$ cat src/rtl/wait_event_monitor.sv
// Wait engine: watches one synchronized bit of wait_signals for an edge or level
// condition, with optional cycle timeout and abort, and reports the elapsed count.
module wait_event_monitor #(
  parameter int WAIT_SIZE     = 5,
  parameter int TIMEOUT_WIDTH = 32,
  parameter int SEL_WIDTH     = 3
) (
  input  logic                     clk,
  input  logic                     rst_n,
  input  logic [WAIT_SIZE-1:0]     wait_signals,
  input  logic                     cmd_valid,
  output logic                     cmd_ready,
  input  logic [SEL_WIDTH-1:0]     cmd_sel,
  input  logic [1:0]               cmd_mode,
  input  logic [TIMEOUT_WIDTH-1:0] cmd_timeout,
  input  logic                     cmd_abort,
  output logic                     busy,
  output logic                     done,
  output logic                     hit,
  output logic                     timeout,
  output logic                     err,
  output logic [TIMEOUT_WIDTH-1:0] elapsed
);

  localparam int                       SEL_SPAN     = 1 << SEL_WIDTH;
  localparam logic [SEL_WIDTH:0]       WAIT_SIZE_W  = (SEL_WIDTH+1)'(WAIT_SIZE);
  localparam logic [TIMEOUT_WIDTH-1:0] TMO_ONE      = TIMEOUT_WIDTH'(1);
  localparam logic [TIMEOUT_WIDTH-1:0] TMO_ZERO     = '0;
  localparam logic [TIMEOUT_WIDTH-1:0] TMO_ALL_ONES = '1;

  localparam logic [1:0] MODE_RISE = 2'b00;
  localparam logic [1:0] MODE_FALL = 2'b01;
  localparam logic [1:0] MODE_HIGH = 2'b10;
  localparam logic [1:0] MODE_LOW  = 2'b11;

  typedef enum logic [1:0] {
    ST_IDLE = 2'b00,
    ST_ARM  = 2'b01,
    ST_WAIT = 2'b10,
    ST_DONE = 2'b11
  } state_t;

  state_t                   state_reg, state_next;
  logic [WAIT_SIZE-1:0]     meta_reg;
  logic [WAIT_SIZE-1:0]     sync_reg;
  logic [SEL_WIDTH-1:0]     sel_reg, sel_next;
  logic [1:0]               mode_reg, mode_next;
  logic [TIMEOUT_WIDTH-1:0] tmo_reg, tmo_next;
  logic                     prev_reg, prev_next;
  logic [TIMEOUT_WIDTH-1:0] elapsed_reg, elapsed_next;
  logic                     hit_reg, hit_next;
  logic                     timeout_reg, timeout_next;
  logic                     err_reg, err_next;

  logic [SEL_SPAN-1:0]      sync_pad;
  logic                     s;
  logic                     sel_oob;
  logic                     cond_met;
  logic                     tmo_expire;

  // Two-flop synchronizer for every watchable input.
  always_ff @(posedge clk or negedge rst_n) begin
    if (!rst_n) begin
      meta_reg <= '0;
      sync_reg <= '0;
    end else begin
      meta_reg <= wait_signals;
      sync_reg <= meta_reg;
    end
  end

  // Pad the synchronized bus to the full select range so unused slots read 0.
  genvar gi;
  generate
    for (gi = 0; gi < SEL_SPAN; gi++) begin : g_pad
      if (gi < WAIT_SIZE) begin : g_slot
        assign sync_pad[gi] = sync_reg[gi];
      end else begin : g_empty
        assign sync_pad[gi] = 1'b0;
      end
    end
  endgenerate

  assign s       = sync_pad[sel_reg];
  assign sel_oob = ({1'b0, cmd_sel} >= WAIT_SIZE_W);

  always_comb begin
    cond_met = 1'b0;
    case (mode_reg)
      MODE_RISE: cond_met = s & ~prev_reg;
      MODE_FALL: cond_met = ~s & prev_reg;
      MODE_HIGH: cond_met = s;
      MODE_LOW:  cond_met = ~s;
      default:   cond_met = 1'b0;
    endcase
  end

  assign tmo_expire = (tmo_reg != TMO_ZERO) && (elapsed_reg == (tmo_reg - TMO_ONE));

  always_ff @(posedge clk or negedge rst_n) begin
    if (!rst_n) begin
      state_reg   <= ST_IDLE;
      sel_reg     <= '0;
      mode_reg    <= '0;
      tmo_reg     <= '0;
      prev_reg    <= 1'b0;
      elapsed_reg <= '0;
      hit_reg     <= 1'b0;
      timeout_reg <= 1'b0;
      err_reg     <= 1'b0;
    end else begin
      state_reg   <= state_next;
      sel_reg     <= sel_next;
      mode_reg    <= mode_next;
      tmo_reg     <= tmo_next;
      prev_reg    <= prev_next;
      elapsed_reg <= elapsed_next;
      hit_reg     <= hit_next;
      timeout_reg <= timeout_next;
      err_reg     <= err_next;
    end
  end

  always_comb begin
    state_next   = state_reg;
    sel_next     = sel_reg;
    mode_next    = mode_reg;
    tmo_next     = tmo_reg;
    prev_next    = prev_reg;
    elapsed_next = elapsed_reg;
    hit_next     = hit_reg;
    timeout_next = timeout_reg;
    err_next     = err_reg;

    case (state_reg)
      ST_IDLE: begin
        if (cmd_valid) begin
          sel_next     = cmd_sel;
          mode_next    = cmd_mode;
          tmo_next     = cmd_timeout;
          hit_next     = 1'b0;
          timeout_next = 1'b0;
          elapsed_next = '0;
          if (sel_oob) begin
            err_next   = 1'b1;
            state_next = ST_DONE;
          end else begin
            err_next   = 1'b0;
            state_next = ST_ARM;
          end
        end
      end
      ST_ARM: begin
        // Sampling prev here means an edge present before arming never counts.
        prev_next  = s;
        state_next = ST_WAIT;
      end
      ST_WAIT: begin
        prev_next = s;
        if (cmd_abort) begin
          state_next = ST_DONE;
        end else if (cond_met) begin
          hit_next   = 1'b1;
          state_next = ST_DONE;
        end else if (tmo_expire) begin
          timeout_next = 1'b1;
          elapsed_next = tmo_reg;
          state_next   = ST_DONE;
        end else if (elapsed_reg != TMO_ALL_ONES) begin
          elapsed_next = elapsed_reg + TMO_ONE;
        end
      end
      ST_DONE: begin
        state_next = ST_IDLE;
      end
      default: begin
        state_next = ST_IDLE;
      end
    endcase
  end

  assign cmd_ready = (state_reg == ST_IDLE);
  assign busy      = (state_reg == ST_ARM) || (state_reg == ST_WAIT);
  assign done      = (state_reg == ST_DONE);
  assign hit       = hit_reg;
  assign timeout   = timeout_reg;
  assign err       = err_reg;
  assign elapsed   = elapsed_reg;

endmodule

$ cat config.mk
export PLATFORM = sky130hd
export DESIGN_NAME = wait_event_monitor
export DESIGN_NICKNAME = d
export VERILOG_FILES = /design/src/rtl/wait_event_monitor.sv
export SDC_FILE = /design/constraint.sdc
export NUM_CORES = 1
export LEC_CHECK = 0
export ABC_AREA = 1
export BUFFER_PORTS_ARGS = -buffer_cell sky130_fd_sc_hd__buf_2
export CORE_MARGIN = 2
export CORE_UTILIZATION = 55
export CTS_BUF_LIST = sky130_fd_sc_hd__clkbuf_4
export DETAILED_ROUTE_END_ITERATION = 8
export PLACE_DENSITY = 0.76
export SYNTH_ARGS = -nofsm -noshare
export SYNTH_HDL_FRONTEND = slang
export SYNTH_SLANG_ARGS = --single-unit
$ cat constraint.sdc
create_clock -name clk -period 2.76 [get_ports clk]
set_clock_uncertainty 0.05 [all_clocks]
set_input_delay 0.552 -clock clk [delete_from_list [all_inputs] [get_ports clk]]
set_output_delay 0.552 -clock clk [all_outputs]
set_load 0.02 [all_outputs]
==> reports/qor.txt, run 1 <==
outcome = complete, but fails checks
failing checks = DRC, setup timing
cell area power density = 816 mW/mm^2
cts bufs inserted = 9
M1 WL = 9090 um
Die Y = 113 um
period utilisation layout = 100%
Post-Syn Area per Cell = 6.25 sq um
first-pass GRT wire length = 33,800 um
Data required, critical path = 3.13 ns
final worst setup slack = -0.00438 ns
CP Launch Type = flip-flop
Initial Util = 57.0%
RR Startpoint = tmo_reg[0]
Max Used Layer = met4
P_leak = 0.00418 uW
Slew Limit Fails = 0
Placeable Area = 0.0115 sq mm
Hold Fails Final Rpt = 0
Max Buffers Root-to-Sink = 2
grt total ovfl = 0
cell mode on critical path = nand2_1
CP startpoint = tmo_reg[0]
crit path time final = 2.76 ns
final-report setup violation count = 2
P&R area growth vs syn = 23.2%
total track usage = 33.9%
Max FO, Critical Path = 12
worst hold path depth = 1
r2r setup slk = -0.004 ns
Reg-to-Reg End = elapsed[10]
clk sinks = 85
CP max-delay cell = dfrtp_1
Clk Tree Root Cell = clkbuf_4
initial antenna violation count = 0
Critical Path Max Stage Delay = 0.44 ns
Setup WS pre-CTS = 0.00127 ns
drt first pass iters = 8
Syn Inst Count = 1,049
Synth Flop Type = dfrtp_1
H-tree depth = 3
diode count = 0
synthesized area = 0.00656 sq mm
detailed-route via count = 7,289
Clock transition at path regs = 0.16 ns
commonest cells after routing, fill and taps aside = 296 x nand2_1, 185 x nor2_1, 107 x inv_1, 94 x nand3_1
WP data arrival = 3.14 ns
io pins = 84
Synth async-reset ratio = 100%
Post-synth EDFFs = 0
final hold slack = 0.117 ns
I/O Buffers = 83
Slew HR = 64.7%
GPL Wtd Cong = 1.02
worst min path class = in -> reg
part of the Yosys area used for sequential elements = 32.4%
WL/cell = 16.4 um
RSZ-0062 raised after global routing = yes
Slew @ Worst Pin = 0.530 ns
die area = 0.0128 sq mm
Final Routed Wirelength = 21,800 um
most common cell after layout, fill and taps aside = nand2_1
initial DRC count = 853
fmax = 362 MHz
Vias/cell = 5.47
depth of the worst register-to-register path = 21
largest net degree at the start of global routing = 47
MaxCap Viol Count = 0
Clock Latency Late Sink = 0.48 ns
FF+latch count, synth = 85
CP endpoint kind = flip-flop
Critical Path, Cell by Cell = inv_2 -> buf_6 -> ha_4 -> nand2_1 -> inv_1 -> nor2_1 -> nand2_1 -> nor2_2 -> nand2_1 -> nor2_1 -> nand3_1 -> nor2_2 -> nand2_2 -> nor2_4 -> nand3_4 -> nand2_4 -> nand2_8 -> nand2_8 -> clkbuf_16 -> nand2_1 -> nand2_1
met3 WL = 2030 um
# DRC = 1
layout cells sized above 1 = 22.1%
Crit Path Category = reg -> reg
Syn Nets = 1,101
vias in the first global route = 6,646
nets@finish = 1,237
Detailed Place HPWL = 16,500 um
end of the critical path = elapsed[10]
number of synthesis warnings = 0
Rows = 39
Worst IR Drop VDD = 0.736 mV
CTS tree = yes
routed length on met2 = 10,100 um
chip width = 113 um
Final ANT Viol Nets = 0
Synth cell types = 35
layer usage:
layer	GRT usage (%)	vias up
li1	-	3536
met1	48.0	3347
met2	53.5	355
met3	6.00	51
met4	9.51	0
met5	0	-
cell families (layout without fill, tap and decap cells):
logic type	after synthesis	count (layout)	synth area share, %
XOR/XNOR	55	55	7.34
buffers and inverters	148	289	9.48
adder cells (fa/ha/maj)	6	6	1.14
AO/OA/AOI/OAI	71	71	5.49
flip-flops	85	85	32.4
multiplexers	2	2	0.343
AND/OR/NAND/NOR	682	682	43.8
synth_stat cells (all sizes together) (2+ instances only):
cell type  instances  area, sq um
nor3               8         45.0
xnor2             23          201
nor2             223          905
inv              112          420
o21ai             20          100
mux2               2         22.5
a21oi             49          245
xor2              32          280
clkbuf            12         45.0
nand3             98          500
nand2            324         1230
ha                 6         75.1
buf               23          153
dfrtp             85         2130
nand3b             5         37.5
nand4             19          119
metrics by stage:
stage          setup TNS (ns)  power (uW)  instances  instance area [sq um]  util (%)
2_1_floorplan               0        3920       1049                   6560         -
3_3_place_gp                0        5150       1309                   7530      65.4
3_5_place_dp                0        5200       1309                   7530      65.4
4_1_cts                     0        5940       1328                   7700      66.9
5_1_grt                 -3.66        7030       1333                   8080      70.2
6_report             -0.00492        6590       1333                   8080      70.2
final cells by class:
class / count / area (sq um)
Fill cell: 1041 / 3440
Timing Repair Buffer: 160 / 1110
Sequential cell: 85 / 2130
Clock inverter: 7 / 66.3
Inverter: 113 / 429
Clock buffer: 9 / 67.6
Multi-Input combinational cell: 816 / 4090
Tap cell: 143 / 179
power breakdown:
group	leakage [uW]	total (uW)	switching (uW)	internal, uW
Sequential	0.00103	1960	399	1560
Clock	0.0000742	734	522	212
Combinational	0.00308	3900	2460	1440
worst min path at each step:
stage                                from     endpoint
after global routing      wait_signals[3]  meta_reg[3]
after floorplan                     rst_n   elapsed[0]
after detailed placement      meta_reg[0]  sync_reg[0]
after CTS                 wait_signals[4]  meta_reg[4]
final                     wait_signals[4]  meta_reg[4]
after global placement        meta_reg[4]  sync_reg[4]
worst max-delay path, delay by kind of cell (launching register included):
| family | cells | cell delay, ns |
|---|---|---|
| adder cells (fa/ha/maj) | 1 | 0.20 |
| buffers and inverters | 4 | 0.45 |
| flip-flops | 1 | 0.44 |
| AND/OR/NAND/NOR | 16 | 1.57 |
timing repair:
action	4_1_cts	5_1_grt
buffers inserted	2	3
hold buffers	1	0
pin swaps	1	22
setup endpoints to repair	27	35
cloned	0	2
resized for setup	5	86
hold endpoints to repair	39	0
No activity file was read; power rests on OpenSTA's default activity.
==> run 2: changes to the inputs <==
--- a/config.mk
+++ b/config.mk
@@ -5,13 +5,12 @@
 export SDC_FILE = /design/constraint.sdc
 export NUM_CORES = 1
 export LEC_CHECK = 0
-export ABC_AREA = 1
 export BUFFER_PORTS_ARGS = -buffer_cell sky130_fd_sc_hd__buf_2
 export CORE_MARGIN = 2
 export CORE_UTILIZATION = 55
 export CTS_BUF_LIST = sky130_fd_sc_hd__clkbuf_4
 export DETAILED_ROUTE_END_ITERATION = 8
-export PLACE_DENSITY = 0.76
+export PLACE_DENSITY = 0.77
 export SYNTH_ARGS = -nofsm -noshare
 export SYNTH_HDL_FRONTEND = slang
 export SYNTH_SLANG_ARGS = --single-unit
==> reports/qor.txt, run 2 <==
outcome = complete, but fails checks
failing checks = setup timing
number of synthesis warnings = 0 (unchanged)
Max FO, Critical Path = 8 (-4)
clock share of power = 10.8% (-0.3 points)
Switch Pwr = 3420 uW (+1.1%)
chip width = 105 um (-7.1%)
Synth Flop Type = dfrtp_1
Clock Latency Late Sink = 0.46 ns (-0.02 ns)
synthesized-area fraction occupied by adder cells = 1.33% (+0.19 points)
Vias/cell = 6.39 (+17%)
grt total ovfl = 0 (unchanged)
P&R area growth vs syn = 42.4%
cell area power density = 948 mW/mm^2 (+16%)
Cell Int Power = 4180 uW (+30%)
CP endpoint kind = flip-flop
die area = 0.0111 sq mm (-14%)
clk sinks = 85 (unchanged)
Placeable Area = 0.00986 sq mm (-14%)
Final ANT Viol Nets = 0 (unchanged)
worst min path class = in -> reg
RSZ-0062 raised after global routing = yes
GPL Wtd Cong = 0.953 (-6.6%)
Die Y = 105 um (-7.1%)
WP data arrival = 4.06 ns (+0.92 ns)
Comb pwr share = 63.2% (+4.0 points)
period utilisation layout = 136% (+36 points)
Slew @ Worst Pin = 0.572 ns (+0.0426 ns)
cts bufs inserted = 9 (unchanged)
final hold slack = 0.137 ns (+0.0198 ns)
H-tree depth = 3 (unchanged)
Hold Fails Final Rpt = 0 (unchanged)
hold path start = wait_signals[2]
synthesized area = 0.00563 sq mm (-14%)
Synth Area in Simple Gates = 24.8% (-19 points)
Synth async-reset ratio = 100% (unchanged)
WL/cell = 21.2 um (+29%)
depth of the worst register-to-register path = 10 (-52%)
part of the Yosys area used for sequential elements = 37.8% (+5.3 points)
total track usage = 36.1% (+2.2 points)
ranking of synthesized cells by area = dfrtp_1 38%, mux2_2 7.8%, xnor2_1 4.2%
Placed Instances = 922 (-30%)
final-report setup violation count = 35 (+33)
area share of the largest cell type after synthesis = 37.8% (+5.3 points)
Post-Syn Area per Cell = 9.34 sq um (+49%)
layout cells sized above 1 = 44.7% (+23 points)
initial DRC count = 600 (-30%)
Reg-to-Reg End = elapsed[9]
Final Routed Wirelength = 20,500 um (-6.1%)
io pins = 84 (unchanged)
Rows = 36 (-7.7%)
Clock transition at path regs = 0.16 ns (about the same)
count leader, synth = dfrtp_1
MaxCap Viol Count = 0 (unchanged)
mux share of post-synthesis cell area = 10.2% (+9.8 points)
Crit Path Category = reg -> reg
Hold Path Sink = meta_reg[2]
P_leak = 0.00365 uW (-13%)
FF+latch count, synth = 85 (unchanged)
Post-synth EDFFs = 0 (unchanged)
commonest cells after routing, fill and taps aside = 144 x buf_4, 85 x dfrtp_1, 82 x buf_2, 44 x nand2_1, 39 x mux2_2
total power draw = 7600 uW (+15%)
first-pass GRT wire length = 31,200 um (-7.6%)
vias in the first global route = 5,928 (-11%)
Clk Tree Root Cell = clkbuf_4
largest family of logic cells by synthesized area = simple AND/OR/NAND/NOR gates
Worst IR Drop VDD = 0.728 mV (-1.1%)
Synth cell types = 70 (+100%)
worst hold path depth = 1 (unchanged)
post-synthesis xor/xnor area fraction = 6.69% (-0.66 points)
nets@finish = 881 (-29%)
fmax = 267 MHz (-26%)
detailed-route via count = 6,181 (-15%)
I/O Buffers = 83 (unchanged)
Syn Nets = 655 (-41%)
dominant cell type by area after synthesis = dfrtp_1
most common cell after layout, fill and taps aside = buf_4
CP Launch Type = flip-flop
final worst setup slack = -0.987 ns (-0.983 ns)
Seq pwr share = 26.0% (-3.7 points)
Slew Limit Fails = 0 (unchanged)
RR Startpoint = tmo_reg[4]
Filler cells = 661 (-37%)
post-synthesis compound-gate area fraction = 15.0% (+9.5 points)
Slew HR = 61.8% (-2.8 points)
crit path time final = 3.75 ns (+0.983 ns)
Detailed Place HPWL = 14,000 um (-15%)
CTS tree = yes
Syn Inst Count = 603 (-43%)
largest net degree at the start of global routing = 55 (+17%)
r2r setup slk = -0.99 ns (-0.98 ns)
initial antenna violation count = 0 (unchanged)
switching share of total power = 45.0% (-6.3 points)
fin cells = 967 (-27%)
Core Util, Final = 81.3% (+11 points)
Max Buffers Root-to-Sink = 2 (unchanged)
Data required, critical path = 3.07 ns (-0.06 ns)
diode count = 0 (unchanged)
Initial Util = 57.1% (+0.14 points)
# DRC = 0 (-1)
drt first pass iters = 5 (-3)
Synth top cells by count = 85 x dfrtp_1, 46 x nand2_1, 39 x mux2_2
[run 2: cell types whose count changed in the layout (fill, tap and decap cells not counted), moves of 15 or more]
cell,previous run,this run
nand2_1,296,44
nor2_1,185,28
inv_1,107,13
buf_4,66,144
nand3_1,94,30
mux2_2,2,39
a21oi_1,46,10
nor2_2,24,2
nand2_2,20,2
nor4_1,1,19
buf_6,3,19
xor2_1,32,16
and3_1,1,16
[run 2: kinds of logic after synthesis]
| family | after synthesis |
|---|---|
| xor gates and xnor gates | 43 |
| buffers and inverters | 56 |
| muxes | 51 |
| and+or+nand+nor | 250 |
| DFF | 85 |
| adders and majority gates | 6 |
| AOI/OAI and AO/OA | 112 |
[run 2: area by class of cell]
cell class / count / area (sq um) / share of cell area (%)
timing repair buffer: 256 / 1910 / 23.8
multi-input combinational: 462 / 3600 / 44.9
sequential: 85 / 2130 / 26.5
tap: 133 / 166 / 2.07
clock buffer: 9 / 67.6 / 0.842
clock inverter: 7 / 91.3 / 1.14
inverter: 15 / 56.3 / 0.702
[run 2: worst max-delay path, stage by stage (launching register included)]
cell,delay (ns)
dfrtp_1,0.41
or4_4,0.57
or4b_4,0.60
or3_4,0.42
o41ai_4,0.27
nand4bb_1,0.20
nor4_4,0.27
nand2_4,0.13
a22o_4,0.26
buf_6,0.14
a221o_1,0.31
[run 2: repair_timing]
item                                   CTS  global route
gates cloned                             3             1
resized for setup                       52            45
buffers inserted                        17            12
setup endpoints to repair               35            35
pin swaps                               23            19
hold buffers                             1             0
endpoints found under the hold margin   31             0
[run 2: routing by layer]
layer | GRT usage [%] | wire, um
met5 | 0 | 0
met4 | 10.9 | 603
met3 | 6.05 | 1800
met2 | 59.6 | 9940
met1 | 48.4 | 8120
[run 2: power groups by stage]
stage,clock network (uW),registers [uW],logic (uW)
2_1_floorplan,0,2140,2140
3_3_place_gp,0,1950,4050
3_5_place_dp,0,1980,4150
4_1_cts,830,1950,4420
5_1_grt,879,2010,5050
6_report,821,1970,4810
[run 2: worst max path at each step]
stage	start	end	slack, ns	cells past startpoint
finish	tmo_reg[4]	elapsed[9]	-0.99	10
global placement	tmo_reg[4]	elapsed[9]	-1.09	12
CTS	tmo_reg[7]	elapsed[10]	-0.96	13
global route	tmo_reg[4]	elapsed[13]	-1.05	13
detailed placement	tmo_reg[4]	elapsed[6]	-1.18	12
floorplan	tmo_reg[4]	elapsed[20]	-0.98	13
[run 2: metrics by stage]
stage / setup slack, ns / cell area, sq um / setup TNS (ns)
6_report: -0.987 / 8020 / -30.70
5_1_grt: -1.05 / 8020 / -33.68
4_1_cts: -0.963 / 7790 / -31.44
3_5_place_dp: -1.18 / 7140 / -35.25
3_3_place_gp: -1.09 / 7140 / -33.10
2_1_floorplan: -0.979 / 5640 / -29.76
